File: config.mk
export PLATFORM = sky130hd
export DESIGN_NAME = stall_detection_unit
export DESIGN_NICKNAME = d
export VERILOG_FILES = /design/src/rtl/mips_defs_pkg.sv /design/src/rtl/stall_detection_unit_decoder.sv /design/src/rtl/stall_detection_unit.sv
export SDC_FILE = /design/constraint.sdc
export NUM_CORES = 1
export LEC_CHECK = 0
export CORE_MARGIN = 3
export CORE_UTILIZATION = 30
export DETAILED_ROUTE_END_ITERATION = 10
export SYNTH_ARGS = -nofsm -noshare
export SYNTH_HDL_FRONTEND = slang
export SYNTH_SLANG_ARGS = --single-unit
File: constraint.sdc
create_clock -name clk -period 5.9 [get_ports clk]
set_clock_uncertainty 0.15 [all_clocks]
set_input_delay 0.59 -clock clk [delete_from_list [all_inputs] [get_ports clk]]
set_output_delay 0.59 -clock clk [all_outputs]
set_load 0.005 [all_outputs]
File: src/rtl/mips_defs_pkg.sv
// rtl/mips_defs_pkg.sv - MIPS opcode/funct constants, field ranges and hazard timing values
package mips_defs;

  localparam int OP_MSB = 31;
  localparam int OP_LSB = 26;
  localparam int RS_MSB = 25;
  localparam int RS_LSB = 21;
  localparam int RT_MSB = 20;
  localparam int RT_LSB = 16;
  localparam int RD_MSB = 15;
  localparam int RD_LSB = 11;
  localparam int FN_MSB = 5;
  localparam int FN_LSB = 0;

  localparam logic [5:0] OP_SPECIAL = 6'h00, OP_REGIMM = 6'h01, OP_JAL   = 6'h03;
  localparam logic [5:0] OP_BEQ     = 6'h04, OP_BNE    = 6'h05, OP_BLEZ  = 6'h06, OP_BGTZ = 6'h07;
  localparam logic [5:0] OP_ADDI    = 6'h08, OP_ADDIU  = 6'h09, OP_SLTI  = 6'h0a, OP_SLTIU = 6'h0b;
  localparam logic [5:0] OP_ANDI    = 6'h0c, OP_ORI    = 6'h0d, OP_XORI  = 6'h0e, OP_LUI  = 6'h0f;
  localparam logic [5:0] OP_COP0    = 6'h10;
  localparam logic [5:0] OP_LB      = 6'h20, OP_LH     = 6'h21, OP_LW    = 6'h23;
  localparam logic [5:0] OP_LBU     = 6'h24, OP_LHU    = 6'h25;
  localparam logic [5:0] OP_SB      = 6'h28, OP_SH     = 6'h29, OP_SW    = 6'h2b;

  localparam logic [5:0] FN_SLL  = 6'h00, FN_SRL  = 6'h02, FN_SRA   = 6'h03;
  localparam logic [5:0] FN_SLLV = 6'h04, FN_SRLV = 6'h06, FN_SRAV  = 6'h07;
  localparam logic [5:0] FN_JR   = 6'h08, FN_JALR = 6'h09;
  localparam logic [5:0] FN_MFHI = 6'h10, FN_MTHI = 6'h11, FN_MFLO  = 6'h12, FN_MTLO = 6'h13;
  localparam logic [5:0] FN_MULT = 6'h18, FN_MULTU = 6'h19, FN_DIV  = 6'h1a, FN_DIVU = 6'h1b;
  localparam logic [5:0] FN_ADD  = 6'h20, FN_ADDU = 6'h21, FN_SUB   = 6'h22, FN_SUBU = 6'h23;
  localparam logic [5:0] FN_AND  = 6'h24, FN_OR   = 6'h25, FN_XOR   = 6'h26, FN_NOR  = 6'h27;
  localparam logic [5:0] FN_SLT  = 6'h2a, FN_SLTU = 6'h2b;

  localparam logic [4:0] CP0_MF = 5'h00;
  localparam logic [4:0] CP0_MT = 5'h04;

  // A source that is not read gets TUSE_NONE so no Tnew (max 2) can exceed it.
  localparam logic [1:0] T_0       = 2'd0;
  localparam logic [1:0] T_1       = 2'd1;
  localparam logic [1:0] T_2       = 2'd2;
  localparam logic [1:0] TUSE_NONE = 2'd3;

  typedef struct packed {
    logic cal_r;
    logic cal_s;
    logic cal_il;
    logic cal_ia;
    logic load;
    logic store;
    logic b_cmp;
    logic b_cmpz;
    logic jr;
    logic jalr;
    logic jal;
    logic mult_div;
    logic md_div;
    logic mf;
    logic mt;
    logic mfc0;
    logic mtc0;
  } instr_class_t;

  function automatic logic src_hazard(input logic [4:0] src, input logic [1:0] tuse,
                                      input logic [4:0] dst, input logic [1:0] tnew);
    return (src != 5'd0) && (src == dst) && (tnew != T_0) && (tnew > tuse);
  endfunction

endpackage

File: src/rtl/stall_detection_unit_decoder.sv
// rtl/stall_detection_unit_decoder.sv - instruction class, register fields and Tnew/Tuse per stage
module Instruction_Decoder
  import mips_defs::*;
(
  input  logic [31:0]  instr,
  output instr_class_t cls,
  output logic [4:0]   rs,
  output logic [4:0]   rt,
  output logic [4:0]   dest,
  output logic [1:0]   tuse_rs,
  output logic [1:0]   tuse_rt,
  output logic [1:0]   tnew_e,
  output logic [1:0]   tnew_m
);

  logic [5:0] op;
  logic [5:0] fn;
  logic [4:0] rd;
  logic       unused_shamt;

  assign op = instr[OP_MSB:OP_LSB];
  assign fn = instr[FN_MSB:FN_LSB];
  assign rs = instr[RS_MSB:RS_LSB];
  assign rt = instr[RT_MSB:RT_LSB];
  assign rd = instr[RD_MSB:RD_LSB];
  assign unused_shamt = ^instr[10:6];

  always_comb begin
    cls = '0;
    case (op)
      OP_SPECIAL: begin
        case (fn)
          FN_ADD, FN_ADDU, FN_SUB, FN_SUBU, FN_AND, FN_OR, FN_XOR, FN_NOR,
          FN_SLT, FN_SLTU, FN_SLLV, FN_SRLV, FN_SRAV: cls.cal_r = 1'b1;
          FN_SLL, FN_SRL, FN_SRA:                      cls.cal_s = 1'b1;
          FN_JR:                                       cls.jr    = 1'b1;
          FN_JALR:                                     cls.jalr  = 1'b1;
          FN_MULT, FN_MULTU:                           cls.mult_div = 1'b1;
          FN_DIV, FN_DIVU: begin
            cls.mult_div = 1'b1;
            cls.md_div   = 1'b1;
          end
          FN_MFHI, FN_MFLO:                            cls.mf = 1'b1;
          FN_MTHI, FN_MTLO:                            cls.mt = 1'b1;
          default: ;
        endcase
      end
      OP_REGIMM, OP_BLEZ, OP_BGTZ:                     cls.b_cmpz = 1'b1;
      OP_BEQ, OP_BNE:                                  cls.b_cmp  = 1'b1;
      OP_ADDI, OP_ADDIU, OP_SLTI, OP_SLTIU:            cls.cal_ia = 1'b1;
      OP_ANDI, OP_ORI, OP_XORI, OP_LUI:                cls.cal_il = 1'b1;
      OP_LB, OP_LH, OP_LW, OP_LBU, OP_LHU:             cls.load   = 1'b1;
      OP_SB, OP_SH, OP_SW:                             cls.store  = 1'b1;
      OP_JAL:                                          cls.jal    = 1'b1;
      OP_COP0: begin
        cls.mfc0 = (rs == CP0_MF);
        cls.mtc0 = (rs == CP0_MT);
      end
      default: ;
    endcase
  end

  always_comb begin
    tuse_rs = TUSE_NONE;
    tuse_rt = TUSE_NONE;
    tnew_e  = T_0;
    tnew_m  = T_0;
    dest    = 5'd0;
    if (cls.b_cmp || cls.b_cmpz || cls.jr || cls.jalr) tuse_rs = T_0;
    else if (cls.cal_r || cls.cal_il || cls.cal_ia || cls.load || cls.store) tuse_rs = T_1;
    if (cls.b_cmp) tuse_rt = T_0;
    else if (cls.cal_r || cls.cal_s) tuse_rt = T_1;
    else if (cls.store || cls.mtc0) tuse_rt = T_2;
    if (cls.cal_r || cls.cal_s || cls.cal_il || cls.cal_ia || cls.mf) tnew_e = T_1;
    else if (cls.load || cls.mfc0) tnew_e = T_2;
    if (cls.load || cls.mfc0) tnew_m = T_1;
    if (cls.cal_r || cls.cal_s || cls.mf || cls.jalr) dest = rd;
    else if (cls.cal_il || cls.cal_ia || cls.load || cls.mfc0) dest = rt;
    else if (cls.jal) dest = 5'd31;
  end

endmodule

File: src/rtl/stall_detection_unit.sv
// rtl/stall_detection_unit.sv - D-stage hazard stall, HI/LO busy counter and stall-cycle counter
module stall_detection_unit
  import mips_defs::*;
#(
  parameter int MULT_CYCLES = 5,
  parameter int DIV_CYCLES  = 10,
  parameter int CNT_W       = 32
) (
  input  logic             clk,
  input  logic             reset,
  input  logic [31:0]      InstrD,
  input  logic [31:0]      InstrE,
  input  logic [31:0]      InstrM,
  output logic             StallF,
  output logic             StallD,
  output logic             FlushE,
  output logic             MdBusy,
  output logic [CNT_W-1:0] StallCount
);

  localparam int MD_W = $clog2(DIV_CYCLES + 1);

  instr_class_t cls_d, cls_e, cls_m;
  logic [4:0]   rs_d, rt_d, dest_d, rs_e, rt_e, dest_e, rs_m, rt_m, dest_m;
  logic [1:0]   tuse_rs_d, tuse_rt_d, tnew_e_d, tnew_m_d;
  logic [1:0]   tuse_rs_e, tuse_rt_e, tnew_e_e, tnew_m_e;
  logic [1:0]   tuse_rs_m, tuse_rt_m, tnew_e_m, tnew_m_m;

  logic [MD_W-1:0]  md_cnt_q, md_cnt_d;
  logic [CNT_W-1:0] stall_count_q, stall_count_d;
  logic             data_stall, md_stall, stall, md_busy;
  logic             unused_dec;

  Instruction_Decoder u_dec_d (
    .instr(InstrD), .cls(cls_d), .rs(rs_d), .rt(rt_d), .dest(dest_d),
    .tuse_rs(tuse_rs_d), .tuse_rt(tuse_rt_d), .tnew_e(tnew_e_d), .tnew_m(tnew_m_d)
  );
  Instruction_Decoder u_dec_e (
    .instr(InstrE), .cls(cls_e), .rs(rs_e), .rt(rt_e), .dest(dest_e),
    .tuse_rs(tuse_rs_e), .tuse_rt(tuse_rt_e), .tnew_e(tnew_e_e), .tnew_m(tnew_m_e)
  );
  Instruction_Decoder u_dec_m (
    .instr(InstrM), .cls(cls_m), .rs(rs_m), .rt(rt_m), .dest(dest_m),
    .tuse_rs(tuse_rs_m), .tuse_rt(tuse_rt_m), .tnew_e(tnew_e_m), .tnew_m(tnew_m_m)
  );

  // Each stage decoder produces the full set; only the stage-relevant fields are consumed.
  assign unused_dec = ^{dest_d, tnew_e_d, tnew_m_d, cls_d, rs_e, rt_e, tuse_rs_e, tuse_rt_e,
                        tnew_m_e, cls_e, rs_m, rt_m, tuse_rs_m, tuse_rt_m, tnew_e_m, cls_m};

  assign md_busy = (md_cnt_q != '0);

  always_comb begin
    data_stall = src_hazard(rs_d, tuse_rs_d, dest_e, tnew_e_e)
               | src_hazard(rs_d, tuse_rs_d, dest_m, tnew_m_m)
               | src_hazard(rt_d, tuse_rt_d, dest_e, tnew_e_e)
               | src_hazard(rt_d, tuse_rt_d, dest_m, tnew_m_m);
    md_stall   = (cls_d.mult_div | cls_d.mf | cls_d.mt) & (md_busy | cls_e.mult_div);
    stall      = data_stall | md_stall;

    md_cnt_d = md_cnt_q;
    if (cls_e.mult_div) md_cnt_d = cls_e.md_div ? MD_W'(DIV_CYCLES) : MD_W'(MULT_CYCLES);
    else if (md_busy)   md_cnt_d = md_cnt_q - 1'b1;

    stall_count_d = stall_count_q;
    if (stall && !(&stall_count_q)) stall_count_d = stall_count_q + 1'b1;
  end

  always_ff @(posedge clk) begin
    if (!reset) begin
      md_cnt_q      <= '0;
      stall_count_q <= '0;
    end else begin
      md_cnt_q      <= md_cnt_d;
      stall_count_q <= stall_count_d;
    end
  end

  assign StallF     = stall;
  assign StallD     = stall;
  assign FlushE     = stall;
  assign MdBusy     = md_busy;
  assign StallCount = stall_count_q;

endmodule

# Word level (Yosys, flattened, before mapping)
# Index checks and enable logic that the tools add are counted.
[totals]
reg_bits = 36
latch_bits = 0
mem_bits_rw = 0
rom_bits = 0
input_bits = 98
out_inout_bits = 36
memories = 0
[op_classes]
n_addsub = 2
multipliers = 0
n_div = 0
n_lt_le_gt_ge = 4
eq_ne = 128
shifts = 0
mux = 63
bitwise = 8
reduce_logical = 83
[ops]
columns = ["cell", "count"]
rows = [
  ["== test 6 bit (second input constant)", 48],
  ["== test 6 x 4 -> 1 bit (second input constant)", 28],
  ["== test 6 x 5 -> 1 bit (second input constant)", 23],
  ["== test 6 x 3 -> 1 bit (second input constant)", 13],
  ["== test 6 x 2 -> 1 bit (second input constant)", 8],
  ["two-way mux 1 bit", 39],
  ["OR reduction 13 bit", 3],
  ["logical NOT 6 bit", 6],
  ["adder 32 x 1 -> 32 bit (second input constant)", 1],
  ["AND reduction 32 bit", 1],
  ["OR reduction 4 bit", 8],
  ["two-way mux 5 bit", 6],
  ["logical OR 1 bit", 26],
  ["two-way mux 2 bit", 13],
  ["== test 5 bit", 4],
  ["two-way mux 4 bit", 5],
  ["OR reduction 2 bit", 9],
  ["== test 5 x 3 -> 1 bit (second input constant)", 3],
  ["OR reduction 3 bit", 5],
  ["OR reduction 5 bit", 3],
  ["logical AND 1 bit", 13],
  ["logical NOT 5 bit", 2],
  ["nonzero test 5 bit", 2],
  ["greater-than comparator 2 bit", 4],
  ["other kinds (7)", 15],
]

# Longest topological paths before layout
# Gate-level depths: netlist (run 1).
[logic_depth]
word_depth = 17
ltp_mapped = 21

# Cells and area by module
# A second synthesis (run 1) with hierarchy kept.
[hier_totals]
cells_unflattened = 550
area_unflattened_um2 = 4155.2
[modules_own_cells]
columns = ["module", "n_inst", "cells_each", "area_each_um2", "seq_area_each_um2"]
rows = [
  ["stall_detection_unit", 1, 298, 2428.6, 720.7],
  ["Instruction_Decoder", 3, 84, 575.6, 0.0],
]

# Worst setup path before layout (run 1)
# OpenSTA, ideal clock, no wires.
[synth_path]
path_type = "in2out"
from = "input port InstrD[29]"
to = "output port StallD"
arrival_ps = 4185
path_slack_ps = 975
cell_stages = 18
path_buffers = 5
path_cell_list = "clkbuf_1 > nor4_1 > nand2_1 > nor3_1 > nand2_1 > nand3_1 > ha_1 > a2111o_1 > a211o_1 > a221o_1 > or4_1 > o211a_2 > buf_6 > and2_4 > buf_6 > clkbuf_1 > inv_1 > buf_4"
[synth_via]
elab_chain_cells = 15
elab_cells_between_ends = 68
cone_classes = "order compare (4); eq/ne (22); mux (15); bitwise (7); reduce/logical (20)"
[synth_rtl]
columns = ["element", "line_no", "text"]
rows = [
  ["start, declared", "stall_detection_unit.sv:11", "input logic [31:0] InstrD,"],
  ["== test 6 x 4 -> 1 bit", "stall_detection_unit_decoder.sv:30", "case (op)"],
  ["OR reduction 4 bit", "stall_detection_unit_decoder.sv:30", ""],
  ["two-way mux 1 bit", "stall_detection_unit_decoder.sv:30", ""],
  ["logical OR 1 bit (4 in series)", "stall_detection_unit_decoder.sv:70", "else if (cls.cal_r || cls.cal_il || cls.cal_ia || cls.load || cls.store) tuse_rs = T_1;"],
  ["two-way mux 2 bit", "stall_detection_unit_decoder.sv:70", ""],
  ["two-way mux 2 bit", "stall_detection_unit_decoder.sv:69", "if (cls.b_cmp || cls.b_cmpz || cls.jr || cls.jalr) tuse_rs = T_0;"],
  ["greater-than comparator 2 bit", "mips_defs_pkg.sv:64", "return (src != 5'd0) && (src == dst) && (tnew != T_0) && (tnew > tuse);"],
  ["logical AND 1 bit", "mips_defs_pkg.sv:64", ""],
  ["bitwise OR 1 bit", "stall_detection_unit.sv:55", "| src_hazard(rs_d, tuse_rs_d, dest_m, tnew_m_m)"],
  ["bitwise OR 1 bit", "stall_detection_unit.sv:56", "| src_hazard(rt_d, tuse_rt_d, dest_e, tnew_e_e)"],
  ["bitwise OR 1 bit", "stall_detection_unit.sv:57", "| src_hazard(rt_d, tuse_rt_d, dest_m, tnew_m_m);"],
  ["bitwise OR 1 bit *", "stall_detection_unit.sv:59", "stall = data_stall | md_stall;"],
  ["end, declared", "stall_detection_unit.sv:15", "output logic StallD,"],
]
# Mark *: on every way between the ends. The rest lies on a longest branch, timed or not.

# Worst setup path after layout (run 1)
# Same ends and word-level chain as after synthesis.

==> results of run 1 <==
-- final timing paths --
kind / from / depth (start not counted) / to
min reg2reg: StallCount[17]$_SDFFE_PN0P_ / 2 / StallCount[17]$_SDFFE_PN0P_
max: InstrD[29] / 15 / StallD
min: StallCount[17]$_SDFFE_PN0P_ / 2 / StallCount[17]$_SDFFE_PN0P_
max reg2reg: StallCount[2]$_SDFFE_PN0P_ / 11 / StallCount[25]$_SDFFE_PN0P_
-- worst max-delay path, stage by stage --
cell,delay [ns]
clkdlybuf4s50_1,0.53
nor4_1,0.48
nand2_1,0.09
nor3_1,0.22
nand2_1,0.10
nand3_1,0.11
ha_1,0.25
a2111o_1,0.41
a211o_1,0.27
a221o_1,0.25
or4_1,0.52
o211a_2,0.15
and2_4,0.23
inv_1,0.11
clkdlybuf4s50_1,0.51
-- power breakdown --
part           switching [mW]  internal [mW]  total [mW]
Combinational          0.0972          0.110       0.207
Clock                  0.0858         0.0803       0.166
Sequential            0.00677          0.253       0.260
Total                   0.190          0.443       0.633
-- flip-flops by register name, indices dropped and copies added (netlist names) --
name        cells
StallCount     32
md_cnt_q        4
-- routing by layer --
metal,vias to the layer above,wire length [um],track usage [%]
met5,-,0,0
met4,0,75,3.38
met3,8,728,4.07
met2,118,4500,28.3
met1,1573,4430,22.6
li1,1675,-,-
-- kinds of logic (layout without fill, tap and decap cells) --
family | Yosys count | after routing
AO/OA/AOI/OAI | 98 | 98
multiplexers | 12 | 12
flip-flops | 36 | 36
AND/OR/NAND/NOR | 172 | 172
buffers and inverters | 35 | 143
XOR/XNOR | 30 | 30
adder cells (fa/ha/maj) | 8 | 8
-- cells in the mapped netlist (all sizes together) (2+ instances only) --
cell type	n
dfxtp	36
nand2	35
nor2	34
a21oi	27
nand3	19
inv	18
xnor2	18
nand2b	15
clkbuf	13
nand4	12
xor2	12
a211oi	11
mux2i	11
nor4	11
and3	9
o21ai	9
ha	8
or4	8
o31ai	7
a221oi	6
a2111oi	5
nor2b	5
nor3	5
and2	4
buf	4
o211ai	4
o21a	4
a31oi	3
o2bb2ai	3
or3	3
a211o	2
a221o	2
a22oi	2
and4	2
nor3b	2
o2111ai	2
o31a	2
or2	2
-- final cells by class --
class,instances,area [um^2],area share [%]
Sequential cell,36,721,16.6
Timing Repair Buffer,118,1170,26.9
Clock buffer,6,72.6,1.67
Clock inverter,1,5.00,0.115
Inverter,18,67.6,1.55
Tap cell,133,166,3.82
Multi-Input combinational cell,320,2150,49.4
==> flow_summary.json, run 1 <==
{
  "antenna_found_initial": 0,
  "fin_area_um2": 4350,
  "hold_class": "reg2reg",
  "final_max_slew_viol_count": 0,
  "drive_gt1_share_pct": 5.21,
  "area_growth_pct": 43.8,
  "clock_path_buffers": 2,
  "worst_pin_slew_ns": 0.967,
  "yosysWarnings": 0,
  "placementRows": 36,
  "path_class": "in2out",
  "yosys.cell_types.count": 63,
  "worst_slack_ns": 0.338,
  "cp.required_ns": 5.16,
  "grt_pass1_vias": 3228,
  "dieHeight_um": 106,
  "ys_seq_area_share_pct": 23.8,
  "max_freq_ghz": 0.180,
  "clock_latency_ns": 0.29,
  "ys_ff_latch": 36,
  "placed_area_um2": 4270,
  "endpoint_kind": "output pin",
  "via_count": 3374,
  "path_clk_slew_ns": 0.07,
  "synth.area.mux_share_pct": 4.01,
  "drv_cap": 0,
  "synth_adder_area_share_pct": 3.31,
  "fin_crit_sh_pct": 94.3,
  "synthXorXnorAreaFrac_pct": 8.68,
  "irDropWorstVdd_mv": 0.0989,
  "fillCellCount": 962,
  "fin_cells": 632,
  "cts_tree": "yes",
  "p_per_area_nw_per_um2": 146,
  "cellLeakagePower_nw": 1.51,
  "finalWorstPathRequiredPeriod_ns": 5.56,
  "yosys.area.top_type_share_pct": 23.8,
  "syn-instance-count": 391,
  "io_buffer_count": 113,
  "dpl.hpwl_um": 7570,
  "critical_path_peak_fanout": 21,
  "final_util_pct": 44.5,
  "vias_per_cell": 5.34,
  "pre_cts_slack_ns": 0.370,
  "htree_num_levels": 2,
  "final_hold_viol_count": 0,
  "mostFrequentLayoutCells": "clkdlybuf4s50_1, dfxtp_1, nand2_1, nor2_1, a21oi_1",
  "grt_overflow": 0,
  "power_uw": 633,
  "grt_pass1_wl_um": 16100,
  "nets": 605,
  "core_area_um2": 9770,
  "gr-usage-all-layers_pct": 17.0,
  "synthSimpleGateAreaFrac_pct": 31.1,
  "crit_arrival_ns": 4.82,
  "cts_setup_buffers": 0,
  "io-pin-count": 134,
  "status": "completed",
  "drt_iter0_drc": 173,
  "synthTopCellsByArea": "dfxtp_1, xnor2_1, a21oi_1",
  "cts-buffers-inserted": 5,
  "syn_area_per_cell_um2": 7.74,
  "ff2ff_setup_slack_ns": 2.51,
  "totalWireLength_um": 9740,
  "synth_ff_type": "dfxtp_1",
  "layout_commonest_cell": "clkdlybuf4s50_1",
  "synth_compound_area_share_pct": 24.0,
  "start_kind": "primary input",
  "async_flop_share_pct": 0,
  "drcViolationCount": 0,
  "place_inst": 625,
  "synth_edf_count": 0,
  "fp.dieArea_um2": 11300,
  "cts_hold_buf": 0,
  "rsz0062_at_grt": "false",
  "n_antenna_cell": 0,
  "initial_core_util_pct": 31.0,
  "timing.hold.ws_ns": 0.341,
  "cts_root_buf": "clkbuf_8",
  "ant_nets": 0,
  "tns_ns": 0,
  "syn-num-nets": 497,
  "max_slew_margin_pct": 35.3,
  "die_w_um": 106,
  "setup_violations": 0,
  "cts.sinks": 36,
  "synth_top_family_by_area": "simple AND/OR/NAND/NOR gates",
  "postCtsResizedCells": 0,
  "yosysTopAreaCell": "dfxtp_1",
  "first_pass_iters": 4,
  "gp_congestion": 0.875,
  "grt_max_degree": 26,
  "syn_area_um2": 3030,
  "routedWlPerCell_um": 15.4
}
(Power assumes the default switching activity.)
==> run 2, diff against run 1 <==
ABC_CLOCK_PERIOD_IN_PS = 5900   (was not set)
==> results of run 2 <==
Final layout, timing and power as in run 1 (identical DEF).
